--- src/rtl/sti_load_scheduler_if.sv ---
// -----------------------------------------------------------------------------
// sti_load_scheduler_if
// Command request bus between two requesters and the STI load scheduler.
//   reqN_valid : requester N offers a command
//   reqN_cmd   : {low[20], msb[19], fill[18], length[17:16], data[15:0]}
//   reqN_ready : scheduler accepts the offered command this cycle
// master = requester side, slave = scheduler side.
// -----------------------------------------------------------------------------
interface sti_load_scheduler_if;
    logic        req0_valid;
    logic [20:0] req0_cmd;
    logic        req0_ready;
    logic        req1_valid;
    logic [20:0] req1_cmd;
    logic        req1_ready;

    modport master (
        output req0_valid, req0_cmd, req1_valid, req1_cmd,
        input  req0_ready, req1_ready
    );

    modport slave (
        input  req0_valid, req0_cmd, req1_valid, req1_cmd,
        output req0_ready, req1_ready
    );
endinterface

--- src/rtl/sti_load_scheduler.sv ---
// -----------------------------------------------------------------------------
// sti_load_scheduler
// Round-robin arbiter for two command requesters feeding a small command FIFO,
// sequencer that plays each command into the STI load protocol, byte budget
// enforcement and end-of-frame handling (pi_end, then wait for oem_finish).
// Ports:
//   clk, reset          : clock, asynchronous active-high reset
//   req_if (slave)      : two valid/ready command requesters
//   flush_req_i         : pulse, end the frame once queued commands drain
//   so_valid_i          : STI serial valid, used to track completion
//   oem_finish_i        : DAC frame complete
//   load_o, pi_*_o      : STI load pulse and parallel command fields
//   pi_end_o            : STI end-of-frame
//   busy_o, done_o      : activity / frame complete (sticky)
//   bytes_sent_o        : bytes completed on the STI (saturating)
//   err_overflow_o      : sticky, a command was dropped for the budget
//   err_length_o        : sticky, so_valid burst length mismatched
// -----------------------------------------------------------------------------
module sti_load_scheduler #(
    parameter int FIFO_DEPTH   = 4,
    parameter int BUDGET_BYTES = 256
) (
    input  logic                 clk,
    input  logic                 reset,
    sti_load_scheduler_if.slave  req_if,
    input  logic                 flush_req_i,
    input  logic                 so_valid_i,
    input  logic                 oem_finish_i,
    output logic                 load_o,
    output logic [15:0]          pi_data_o,
    output logic [1:0]           pi_length_o,
    output logic                 pi_fill_o,
    output logic                 pi_msb_o,
    output logic                 pi_low_o,
    output logic                 pi_end_o,
    output logic                 busy_o,
    output logic                 done_o,
    output logic [8:0]           bytes_sent_o,
    output logic                 err_overflow_o,
    output logic                 err_length_o
);

    localparam int PTR_W = (FIFO_DEPTH > 1) ? $clog2(FIFO_DEPTH) : 1;
    localparam int CNT_W = PTR_W + 1;
    localparam logic [CNT_W-1:0] DEPTH_C      = CNT_W'(FIFO_DEPTH);
    localparam logic [9:0]       BUDGET_C     = 10'(BUDGET_BYTES);
    localparam logic [8:0]       BUDGET_SAT_C = 9'(BUDGET_BYTES);

    typedef enum logic [2:0] {
        S_IDLE       = 3'd0,
        S_LOAD       = 3'd1,
        S_WAIT_START = 3'd2,
        S_WAIT_END   = 3'd3,
        S_GAP        = 3'd4,
        S_END        = 3'd5,
        S_DONE       = 3'd6
    } state_t;

    state_t             state_q;
    logic [20:0]        mem_q [FIFO_DEPTH];
    logic [PTR_W-1:0]   wr_ptr_q;
    logic [PTR_W-1:0]   rd_ptr_q;
    logic [CNT_W-1:0]   count_q;
    logic [CNT_W-1:0]   count_d;
    logic [8:0]         committed_q;
    logic               rr_q;
    logic               flush_pending_q;
    logic               load_q;
    logic [20:0]        pi_q;
    logic               pi_end_q;
    logic               done_q;
    logic               busy_q;
    logic [8:0]         bytes_sent_q;
    logic               err_overflow_q;
    logic               err_length_q;
    logic [5:0]         bit_cnt_q;
    logic [2:0]         cur_nb_q;

    logic               can_accept_s;
    logic               grant_s;
    logic               hs_s;
    logic               fits_s;
    logic               push_s;
    logic               pop_s;
    logic [20:0]        hs_cmd_s;
    logic [2:0]         hs_nb_s;
    logic [9:0]         commit_sum_s;
    logic [9:0]         sent_sum_s;

    // Arbitration, budget check and FIFO occupancy for the current cycle.
    always_comb begin
        can_accept_s = (count_q < DEPTH_C) && !flush_pending_q &&
                       (state_q != S_END) && (state_q != S_DONE);
        // With no contention the lone requester wins; otherwise rr decides.
        if (req_if.req0_valid && !req_if.req1_valid) begin
            grant_s = 1'b0;
        end else if (req_if.req1_valid && !req_if.req0_valid) begin
            grant_s = 1'b1;
        end else begin
            grant_s = rr_q;
        end
        hs_cmd_s     = grant_s ? req_if.req1_cmd : req_if.req0_cmd;
        hs_s         = !reset && can_accept_s &&
                       (grant_s ? req_if.req1_valid : req_if.req0_valid);
        hs_nb_s      = {1'b0, hs_cmd_s[17:16]} + 3'd1;
        commit_sum_s = {1'b0, committed_q} + {7'd0, hs_nb_s};
        fits_s       = (commit_sum_s <= BUDGET_C);
        push_s       = hs_s && fits_s;
        pop_s        = (state_q == S_IDLE) && (count_q != {CNT_W{1'b0}});
        sent_sum_s   = {1'b0, bytes_sent_q} + {7'd0, cur_nb_q};
        if (push_s && !pop_s) begin
            count_d = count_q + CNT_W'(1);
        end else if (pop_s && !push_s) begin
            count_d = count_q - CNT_W'(1);
        end else begin
            count_d = count_q;
        end
    end

    assign req_if.req0_ready = !reset && can_accept_s && !grant_s;
    assign req_if.req1_ready = !reset && can_accept_s &&  grant_s;

    // Command FIFO, committed byte total, round-robin pointer and flush latch.
    always_ff @(posedge clk or posedge reset) begin
        if (reset) begin
            for (int i = 0; i < FIFO_DEPTH; i++) begin
                mem_q[i] <= 21'd0;
            end
            wr_ptr_q        <= {PTR_W{1'b0}};
            rd_ptr_q        <= {PTR_W{1'b0}};
            count_q         <= {CNT_W{1'b0}};
            committed_q     <= 9'd0;
            rr_q            <= 1'b0;
            flush_pending_q <= 1'b0;
            err_overflow_q  <= 1'b0;
        end else begin
            count_q <= count_d;
            if (push_s) begin
                mem_q[wr_ptr_q] <= hs_cmd_s;
                wr_ptr_q        <= wr_ptr_q + PTR_W'(1);
                committed_q     <= commit_sum_s[8:0];
            end
            // Over-budget commands still complete the handshake but are dropped.
            if (hs_s && !fits_s) begin
                err_overflow_q <= 1'b1;
            end
            if (hs_s) begin
                rr_q <= ~grant_s;
            end
            if (pop_s) begin
                rd_ptr_q <= rd_ptr_q + PTR_W'(1);
            end
            if (flush_req_i) begin
                flush_pending_q <= 1'b1;
            end
        end
    end

    // Load sequencer FSM with all STI-facing and status outputs registered.
    always_ff @(posedge clk or posedge reset) begin
        if (reset) begin
            state_q      <= S_IDLE;
            load_q       <= 1'b0;
            pi_q         <= 21'd0;
            pi_end_q     <= 1'b0;
            done_q       <= 1'b0;
            busy_q       <= 1'b0;
            bytes_sent_q <= 9'd0;
            err_length_q <= 1'b0;
            bit_cnt_q    <= 6'd0;
            cur_nb_q     <= 3'd0;
        end else begin
            busy_q <= 1'b1;
            case (state_q)
                S_IDLE: begin
                    // pi_* are captured together with the load pulse so the
                    // STI sees stable fields in the load cycle itself.
                    if (count_q != {CNT_W{1'b0}}) begin
                        state_q  <= S_LOAD;
                        load_q   <= 1'b1;
                        pi_q     <= mem_q[rd_ptr_q];
                        cur_nb_q <= {1'b0, mem_q[rd_ptr_q][17:16]} + 3'd1;
                    end else if (flush_pending_q || (committed_q == BUDGET_SAT_C)) begin
                        state_q  <= S_END;
                        pi_end_q <= 1'b1;
                    end else begin
                        busy_q <= (count_d != {CNT_W{1'b0}});
                    end
                end
                S_LOAD: begin
                    load_q  <= 1'b0;
                    state_q <= S_WAIT_START;
                end
                S_WAIT_START: begin
                    if (so_valid_i) begin
                        bit_cnt_q <= 6'd1;
                        state_q   <= S_WAIT_END;
                    end
                end
                S_WAIT_END: begin
                    if (so_valid_i) begin
                        // Saturate: any count past 32 is already a mismatch.
                        if (bit_cnt_q != 6'h3F) begin
                            bit_cnt_q <= bit_cnt_q + 6'd1;
                        end
                    end else begin
                        bytes_sent_q <= (sent_sum_s > BUDGET_C) ? BUDGET_SAT_C : sent_sum_s[8:0];
                        if (bit_cnt_q != {cur_nb_q, 3'b000}) begin
                            err_length_q <= 1'b1;
                        end
                        state_q <= S_GAP;
                    end
                end
                S_GAP: begin
                    state_q <= S_IDLE;
                    busy_q  <= (count_d != {CNT_W{1'b0}});
                end
                S_END: begin
                    if (oem_finish_i) begin
                        state_q <= S_DONE;
                        done_q  <= 1'b1;
                    end
                end
                S_DONE: begin
                    state_q <= S_DONE;
                end
                default: begin
                    state_q <= S_IDLE;
                    load_q  <= 1'b0;
                end
            endcase
        end
    end

    assign load_o         = load_q;
    assign pi_data_o      = pi_q[15:0];
    assign pi_length_o    = pi_q[17:16];
    assign pi_fill_o      = pi_q[18];
    assign pi_msb_o       = pi_q[19];
    assign pi_low_o       = pi_q[20];
    assign pi_end_o       = pi_end_q;
    assign busy_o         = busy_q;
    assign done_o         = done_q;
    assign bytes_sent_o   = bytes_sent_q;
    assign err_overflow_o = err_overflow_q;
    assign err_length_o   = err_length_q;

endmodule

--- src/flat_wrapper.sv ---
// flat-port wrapper written by rule: the top's interface ports become plain ports
module sti_load_scheduler_flat 
#(
    parameter int FIFO_DEPTH   = 4,
    parameter int BUDGET_BYTES = 256
)
  (clk, reset, flush_req_i, so_valid_i, oem_finish_i, load_o, pi_data_o, pi_length_o, pi_fill_o, pi_msb_o, pi_low_o, pi_end_o, busy_o, done_o, bytes_sent_o, err_overflow_o, err_length_o, req_if_req0_valid, req_if_req0_cmd, req_if_req1_valid, req_if_req1_cmd, req_if_req0_ready, req_if_req1_ready);
  sti_load_scheduler_if req_if_i ();
  input  logic clk;
  input  logic reset;
  input  logic flush_req_i;
  input  logic so_valid_i;
  input  logic oem_finish_i;
  output logic load_o;
  output logic [15:0] pi_data_o;
  output logic [1:0] pi_length_o;
  output logic pi_fill_o;
  output logic pi_msb_o;
  output logic pi_low_o;
  output logic pi_end_o;
  output logic busy_o;
  output logic done_o;
  output logic [8:0] bytes_sent_o;
  output logic err_overflow_o;
  output logic err_length_o;
  input wire logic [$bits(req_if_i.req0_valid)-1:0] req_if_req0_valid;
  input wire logic [$bits(req_if_i.req0_cmd)-1:0] req_if_req0_cmd;
  input wire logic [$bits(req_if_i.req1_valid)-1:0] req_if_req1_valid;
  input wire logic [$bits(req_if_i.req1_cmd)-1:0] req_if_req1_cmd;
  output wire logic [$bits(req_if_i.req0_ready)-1:0] req_if_req0_ready;
  output wire logic [$bits(req_if_i.req1_ready)-1:0] req_if_req1_ready;
  assign req_if_i.req0_valid = req_if_req0_valid;
  assign req_if_i.req0_cmd = req_if_req0_cmd;
  assign req_if_i.req1_valid = req_if_req1_valid;
  assign req_if_i.req1_cmd = req_if_req1_cmd;
  assign req_if_req0_ready = req_if_i.req0_ready;
  assign req_if_req1_ready = req_if_i.req1_ready;
  sti_load_scheduler #(.FIFO_DEPTH(FIFO_DEPTH), .BUDGET_BYTES(BUDGET_BYTES)) u_core (.clk(clk), .reset(reset), .req_if(req_if_i), .flush_req_i(flush_req_i), .so_valid_i(so_valid_i), .oem_finish_i(oem_finish_i), .load_o(load_o), .pi_data_o(pi_data_o), .pi_length_o(pi_length_o), .pi_fill_o(pi_fill_o), .pi_msb_o(pi_msb_o), .pi_low_o(pi_low_o), .pi_end_o(pi_end_o), .busy_o(busy_o), .done_o(done_o), .bytes_sent_o(bytes_sent_o), .err_overflow_o(err_overflow_o), .err_length_o(err_length_o));
endmodule
--- config.mk ---
export PLATFORM = sky130hd
export DESIGN_NAME = sti_load_scheduler_flat
export DESIGN_NICKNAME = d
export VERILOG_FILES = /design/src/rtl/sti_load_scheduler_if.sv /design/src/rtl/sti_load_scheduler.sv /design/src/flat_wrapper.sv
export SDC_FILE = /design/constraint.sdc
export NUM_CORES = 1
export LEC_CHECK = 0
export CAP_MARGIN = 20
export CORE_ASPECT_RATIO = 0.7
export CORE_UTILIZATION = 59
export CTS_BUF_LIST = sky130_fd_sc_hd__clkbuf_4
export DETAILED_ROUTE_END_ITERATION = 12
export HOLD_SLACK_MARGIN = 0.05
export PLACE_DENSITY_LB_ADDON = 0.2
export SYNTH_ARGS = -nofsm -noshare
export SYNTH_HDL_FRONTEND = slang
export SYNTH_SLANG_ARGS = --single-unit
--- constraint.sdc ---
create_clock -name clk -period 10.3 [get_ports clk]
set_clock_uncertainty 0.1 [all_clocks]
set_input_delay 1.545 -clock clk [delete_from_list [all_inputs] [get_ports clk]]
set_output_delay 1.545 -clock clk [all_outputs]
set_load 0.05 [all_outputs]
==> results of run 1 <==
## power by group through the flow
stage               sequential, mW  clock [mW]  combinational (mW)
floorplan                    0.605           0              0.0382
global route                 0.595       0.384              0.0785
detailed placement           0.606           0              0.0697
CTS                          0.595       0.361              0.0701
global placement             0.606           0              0.0664
finish                       0.595       0.357              0.0709
## cells by family (layout without fill, tap and decap cells)
| logic type | Yosys count | in the layout | synth area share [%] |
|---|---|---|---|
| AOI/OAI and AO/OA | 143 | 143 | 11.6 |
| buffers and inverters | 57 | 146 | 3.31 |
| adders and majority gates | 18 | 18 | 3.35 |
| and+or+nand+nor | 197 | 197 | 12.6 |
| xor gates and xnor gates | 24 | 24 | 3.22 |
| DFF | 150 | 150 | 52.8 |
| muxes | 64 | 64 | 13.1 |
## through the flow
stage / cell area [um2] / util [%] / setup WS (ns) / power (mW)
floorplan: 7100 / - / 4.62 / 0.643
global placement: 8070 / 68.8 / 3.73 / 0.672
detailed placement: 8070 / 68.8 / 3.45 / 0.675
CTS: 8340 / 71.1 / 4.03 / 1.03
global route: 8370 / 71.4 / 3.66 / 1.06
finish: 8370 / 71.4 / 3.96 / 1.02
## state kept, by name, indices dropped and copies added, names as in the netlist, 2 cells and up
register and count:
u_core.mem_q 84, u_core.pi_q 21, u_core.bytes_sent_o 9, u_core.committed_q 9, u_core.bit_cnt_q 6, u_core.count_q 3, u_core.cur_nb_q 3, u_core.state_q 3
u_core.rd_ptr_q 2, u_core.wr_ptr_q 2
## how the worst max path moves through the flow
stage / startpoint / end / slack (ns) / cells after the start
finish: req_if_req0_valid / u_core.busy_o / 3.96 / 16
global route: req_if_req0_valid / u_core.busy_o / 3.66 / 16
CTS: req_if_req0_valid / u_core.busy_o / 4.03 / 16
detailed placement: req_if_req0_valid / u_core.busy_o / 3.45 / 16
global placement: req_if_req0_valid / u_core.busy_o / 3.73 / 16
floorplan: reset / u_core.bit_cnt_q[0] / 4.62 / 1
## synth_stat cells, drive strengths merged (3+ instances only)
library cell / n / share of area [%]
dfrtp: 150 / 53
nand2: 113 / 6.0
o21ai: 104 / 7.4
nor2: 24 / 1.3
clkbuf: 23 / 1.2
mux2i: 22 / 3.1
mux2: 21 / 3.3
mux4: 21 / 6.7
inv: 20 / 1.1
ha: 15 / 2.6
buf: 14 / 1.0
xnor2: 13 / 1.9
nor3: 11 / 0.78
xor2: 11 / 1.4
nand3: 10 / 0.70
nor2b: 10 / 0.88
a21oi: 9 / 0.63
a31oi: 6 / 0.53
nand4: 6 / 0.53
a21o: 3 / 0.32
and2: 3 / 0.30
and3: 3 / 0.33
or2: 3 / 0.26
## cell type report
cell class              count  area share (%)
clock buffers              17            1.53
clock inverters            15            1.75
inverters                  20           0.957
multi-input cells         446            37.3
flip-flops and latches    150            44.9
well taps                 157            2.35
repair buffers             94            11.2
## layer usage
| layer | track usage, % | vias up | share of wire, % |
|---|---|---|---|
| li1 | - | 2431 | - |
| met5 | 0 | - | 0 |
| met4 | 7.48 | 0 | 1.0 |
| met3 | 5.88 | 15 | 5.1 |
| met2 | 40.9 | 150 | 47 |
| met1 | 34.3 | 2530 | 47 |
## tightest hold or removal path: cells and delay by family (launching register included)
kind / cells / cell delay (ns)
buffers and inverters: 1 / 0.04
AOI/OAI and AO/OA: 1 / 0.05
DFF: 1 / 0.37
==> out/qor.csv, run 1 <==
metric,value,unit
reg2reg start,u_core.rr_q,
setup TNS,0,ns
RSZ-0062 raised after global routing,no,
Die Area,12500,um2
initial antenna violation count,0,
post-layout min period,6.34,ns
CP max stage cell,o21ba_1,
CP Capture Type,flip-flop,
worst vdd rail ir drop,0.0000917,V
# DRC,0,
"Max FO, Critical Path",23,
PD cells,122,nW/um2
post_cts resized,0,
Bufs and invs on worst path,4,
highest-count cells in the layout ignoring fill and taps,"dfrtp_1 (149), nand2_1 (113), o21ai_0 (101), clkdlybuf4s50_1 (86), nor2_1 (24)",
Post-synth top flop,dfrtp_1,
Core Area,11700,um2
CTS Buf Count,17,
CP top delay family,compound AO/OA/AOI/OAI gates,
GPL Wtd Cong,0.915,
max cap viols,0,
Post-Syn Area,7100,um2
DIE HEIGHT,93.8,um
startpoint of the worst hold path,u_core.err_overflow_o,
clock slew at reported path FFs,0.14,ns
Synth Net Count,719,
clock latency on the worst-skew pair,0.55,ns
H-tree Lvls,4,
reg-to-reg endpoint,u_core.busy_o,
Post-synth EDFFs,0,
status,completed,
"Setup violations, final",0,
layout cell share with drive strength beyond 1,12.9,%
crit share post-route,61.6,%
Comb pwr share,6.9,%
Finished Layout Cells,899,
Critical Path RT,10.63,ns
Area growth syn-to-layout,17.8,%
Leak,3.65,nW
CTS tree,built,
worst path arrival time,6.68,ns
die width,133,um
Clk pwr share,34.9,%
drt total wl,14.7,mm
fin nets,795,
post-synthesis async set-or-reset flop share,100,%
crit path kind,primary input to flip-flop,
Highest Clock Rate,158,MHz
Mapped Cells,653,
synth warn,0,
n_diodes,0,
initial core utilization,60.6,%
register area share after synthesis,52.8,%
via count,5126,
1st-iter DRT viols,300,
synth unique cells,60,
Hold WC Path Type,flip-flop to flip-flop,
Worst path max stage delay,0.69,ns
via-per-instance ratio,5.70,
num ports,87,
type of origin of the critical path,primary input,
first-pass GRT wire length,24.4,mm
number of fill cells,855,
GRT overflow,0,
number of core rows,33,
reg2reg path depth,14,
most frequent CP cell,inv_1,
Overall Global Routing Usage,25.2,%
"most common cell after layout, fill and taps aside",dfrtp_1,
Seq. cell area,3750,um2
CTS Hold Buffers Added,0,
Pins Over Slew Limit,0,
Detail Placement HPWL,9.63,mm
Slew HR,28.4,%
IO Port Bufs,86,
Initial DRT Pass Iterations,4,
Internal,749,uW
switch share,26.8,%
hold path cells,2,
Switch Pwr,274,uW
vias in the first global route,4958,
pin count of the biggest net entering global routing,87,
clock buffer depth,2,
post-CTS setup buffers,0,
Final Hold Vio Count,0,
placed instance count,866,
ordered list of cells on the worst path,clkdlybuf4s50_1 -> inv_1 -> maj3_1 -> buf_4 -> mux2i_1 -> inv_1 -> ha_1 -> nor2b_1 -> o21ai_1 -> nor4b_1 -> a2bb2oi_1 -> o21ba_1 -> nand2b_1 -> o211a_1 -> o31a_1 -> or4b_1,
Min Hold Slack,0.385,ns
actual slew at the worst max-slew pin,1.07,ns
Clock Root Buffer,clkbuf_4,
R2R setup slack,5.09,ns
Seq cells post-synth,150,
sequential share of power,58.2,%
area of the multi-input gates,3120,um2
routed len/inst,16.4,um
Hold EP,u_core.err_overflow_o,
Routed Antenna Nets,0,
Sink Count,150,
syn avg cell area,10.9,um2
Note: power is estimated with default switching activity, not from simulation.
==> run 2, diff against run 1 <==
--- a/config.mk
+++ b/config.mk
@@ -7,7 +7,7 @@
 export LEC_CHECK = 0
 export CAP_MARGIN = 20
 export CORE_ASPECT_RATIO = 0.7
-export CORE_UTILIZATION = 59
+export CORE_UTILIZATION = 58
 export CTS_BUF_LIST = sky130_fd_sc_hd__clkbuf_4
 export DETAILED_ROUTE_END_ITERATION = 12
 export HOLD_SLACK_MARGIN = 0.05
==> constraint.sdc (replaced) <==
create_clock -name clk -period 6.6 [get_ports clk]
set_clock_uncertainty 0.1 [all_clocks]
set_input_delay 0.99 -clock clk [delete_from_list [all_inputs] [get_ports clk]]
set_output_delay 0.99 -clock clk [all_outputs]
set_load 0.05 [all_outputs]
==> run 2 against run 1 <==
  * Combinational power increased by 52%
  * Die area increased by 1.7%
  * Via count increased by 0.74%
  * Worst setup slack got worse by 2.7 ns
  * Power increased by 54%
  * Largest cell class unchanged
==> out/qor.csv, run 2 (synthesis results as in run 1) <==
metric,value,unit
Critical Path RT,6.90,ns
Final Hold Vio Count,0,
Finished Core Util,70.9,%
reg2reg start,u_core.rr_q,
grt met1 use,33.1,%
1st-iter DRT viols,312,
"most common cell after layout, fill and taps aside",dfrtp_1,
Crit. Startpoint,req_if_req0_valid,
vias in the first global route,5129,
crit share post-route,80.3,%
routed len/inst,16.3,um
post-CTS setup buffers,0,
met2 Use GR,41.1,%
fin nets,795,
Hold WC Path Type,flip-flop to flip-flop,
Detail Placement HPWL,10.1,mm
CP Capture Type,flip-flop,
crit path kind,primary input to flip-flop,
type of origin of the critical path,primary input,
layout cell share with drive strength beyond 1,12.3,%
number of core rows,33,
GPL Wtd Cong,0.866,
R2R setup slack,1.92,ns
pin count of the biggest net entering global routing,91,
PD cells,187,nW/um2
die width,134,um
RSZ-0062 raised after global routing,no,
setup TNS,0,ns
Leak,3.68,nW
worst path arrival time,5.60,ns
via-per-instance ratio,5.76,
met3 usage,5.21,%
busiest grt layer,met2,
post_cts resized,0,
CTS Buf Count,17,
first-pass GRT wire length,24.4,mm
"Setup violations, final",0,
GRT overflow,0,
CTS Hold Buffers Added,0,
"Max FO, Critical Path",12,
CTS tree,built,
reg2reg path depth,14,
Biggest register,u_core.mem_q,
Area growth syn-to-layout,17.9,%
worst vdd rail ir drop,0.000123,V
Overall Global Routing Usage,24.8,%
num ports,87,
status,completed,
H-tree Lvls,4,
post-layout min period,5.30,ns
Slew HR,27.9,%
Highest Clock Rate,189,MHz
biggest regs,"u_core.mem_q x84, u_core.pi_q x21",
Die Area,12700,um2
max cap viols,0,
Pins Over Slew Limit,0,
highest-count cells in the layout ignoring fill and taps,"dfrtp_1 (149), nand2_1 (113), o21ai_0 (101), clkdlybuf4s50_1 (86), nor2_1 (24)",
Largest register FFs,84,
DIE HEIGHT,94.6,um
Initial DRT Pass Iterations,5,
clock buffer depth,2,
clock slew at reported path FFs,0.12,ns
actual slew at the worst max-slew pin,1.08,ns
clock latency on the worst-skew pair,0.52,ns
# DRC,0,
Sink Count,150,
initial antenna violation count,0,
Core Area,11800,um2
drt total wl,14.7,mm
n_diodes,0,
initial core utilization,60.2,%
Clock Root Buffer,clkbuf_4,
CP Capture Point,u_core.busy_o,
via count,5164,
IO Port Bufs,86,
Routed Antenna Nets,0,
reg-to-reg endpoint,u_core.busy_o,
==> run 2: cell type report <==
| cell class | count | area, um2 |
|---|---|---|
| clock buffer | 18 | 135 |
| clock inverter | 12 | 114 |
| fill | 879 | 3440 |
| inverter | 20 | 80.1 |
| multi-input combinational | 446 | 3120 |
| sequential | 150 | 3750 |
| tap | 157 | 196 |
| timing repair buffer | 94 | 971 |
==> run 2: per-stage QoR <==
step	area, um2	setup WS, ns	power, mW	cells	hold WS (ns)
2_1_floorplan	7100	1.47	1.00	653	0.345
3_3_place_gp	8120	1.06	1.05	867	0.356
3_5_place_dp	8120	0.793	1.05	867	0.365
4_1_cts	8370	1.35	1.58	897	0.391
5_1_grt	8370	1.09	1.63	897	0.413
6_report	8370	1.30	1.57	897	0.388
==> run 2: per-layer routing <==
layer  vias to the layer above  part of all wire, %
met5                         -                    0
met4                         0                  1.4
met3                        22                  5.3
met2                       164                   49
met1                      2539                   44
li1                       2439                    -
==> run 2: critical path, stage by stage <==
cell and delay, ns:
clkdlybuf4s50_1 0.53, inv_1 0.07, maj3_2 0.35, mux2i_1 0.49, inv_1 0.10, ha_1 0.29, nor2b_1 0.13, o21ai_1 0.28
nor4b_1 0.42, a2bb2oi_1 0.28, o21ba_1 0.43, buf_4 0.26, xnor2_4 0.14, nor2_1 0.07, o31a_1 0.26, or4b_1 0.51
==> run 2: worst min-delay path by stage <==
stage               slack, ns  cells after the start               end        startpoint
floorplan                0.34                      2  u_core.mem_q[21]  u_core.mem_q[21]
global placement         0.36                      1     u_core.done_o     u_core.done_o
detailed placement       0.37                      2  u_core.mem_q[17]  u_core.mem_q[17]
CTS                      0.39                      2  u_core.mem_q[17]  u_core.mem_q[17]
global route             0.41                      2  u_core.mem_q[44]  u_core.mem_q[44]
finish                   0.39                      2  u_core.mem_q[50]  u_core.mem_q[50]
==> run 2: power breakdown <==
part	total [mW]	switching (mW)	internal (mW)	leakage [nW]
sequential	0.928	0.00488	0.923	2.04
clock	0.533	0.315	0.218	0.133
combinational	0.108	0.0593	0.0492	1.51
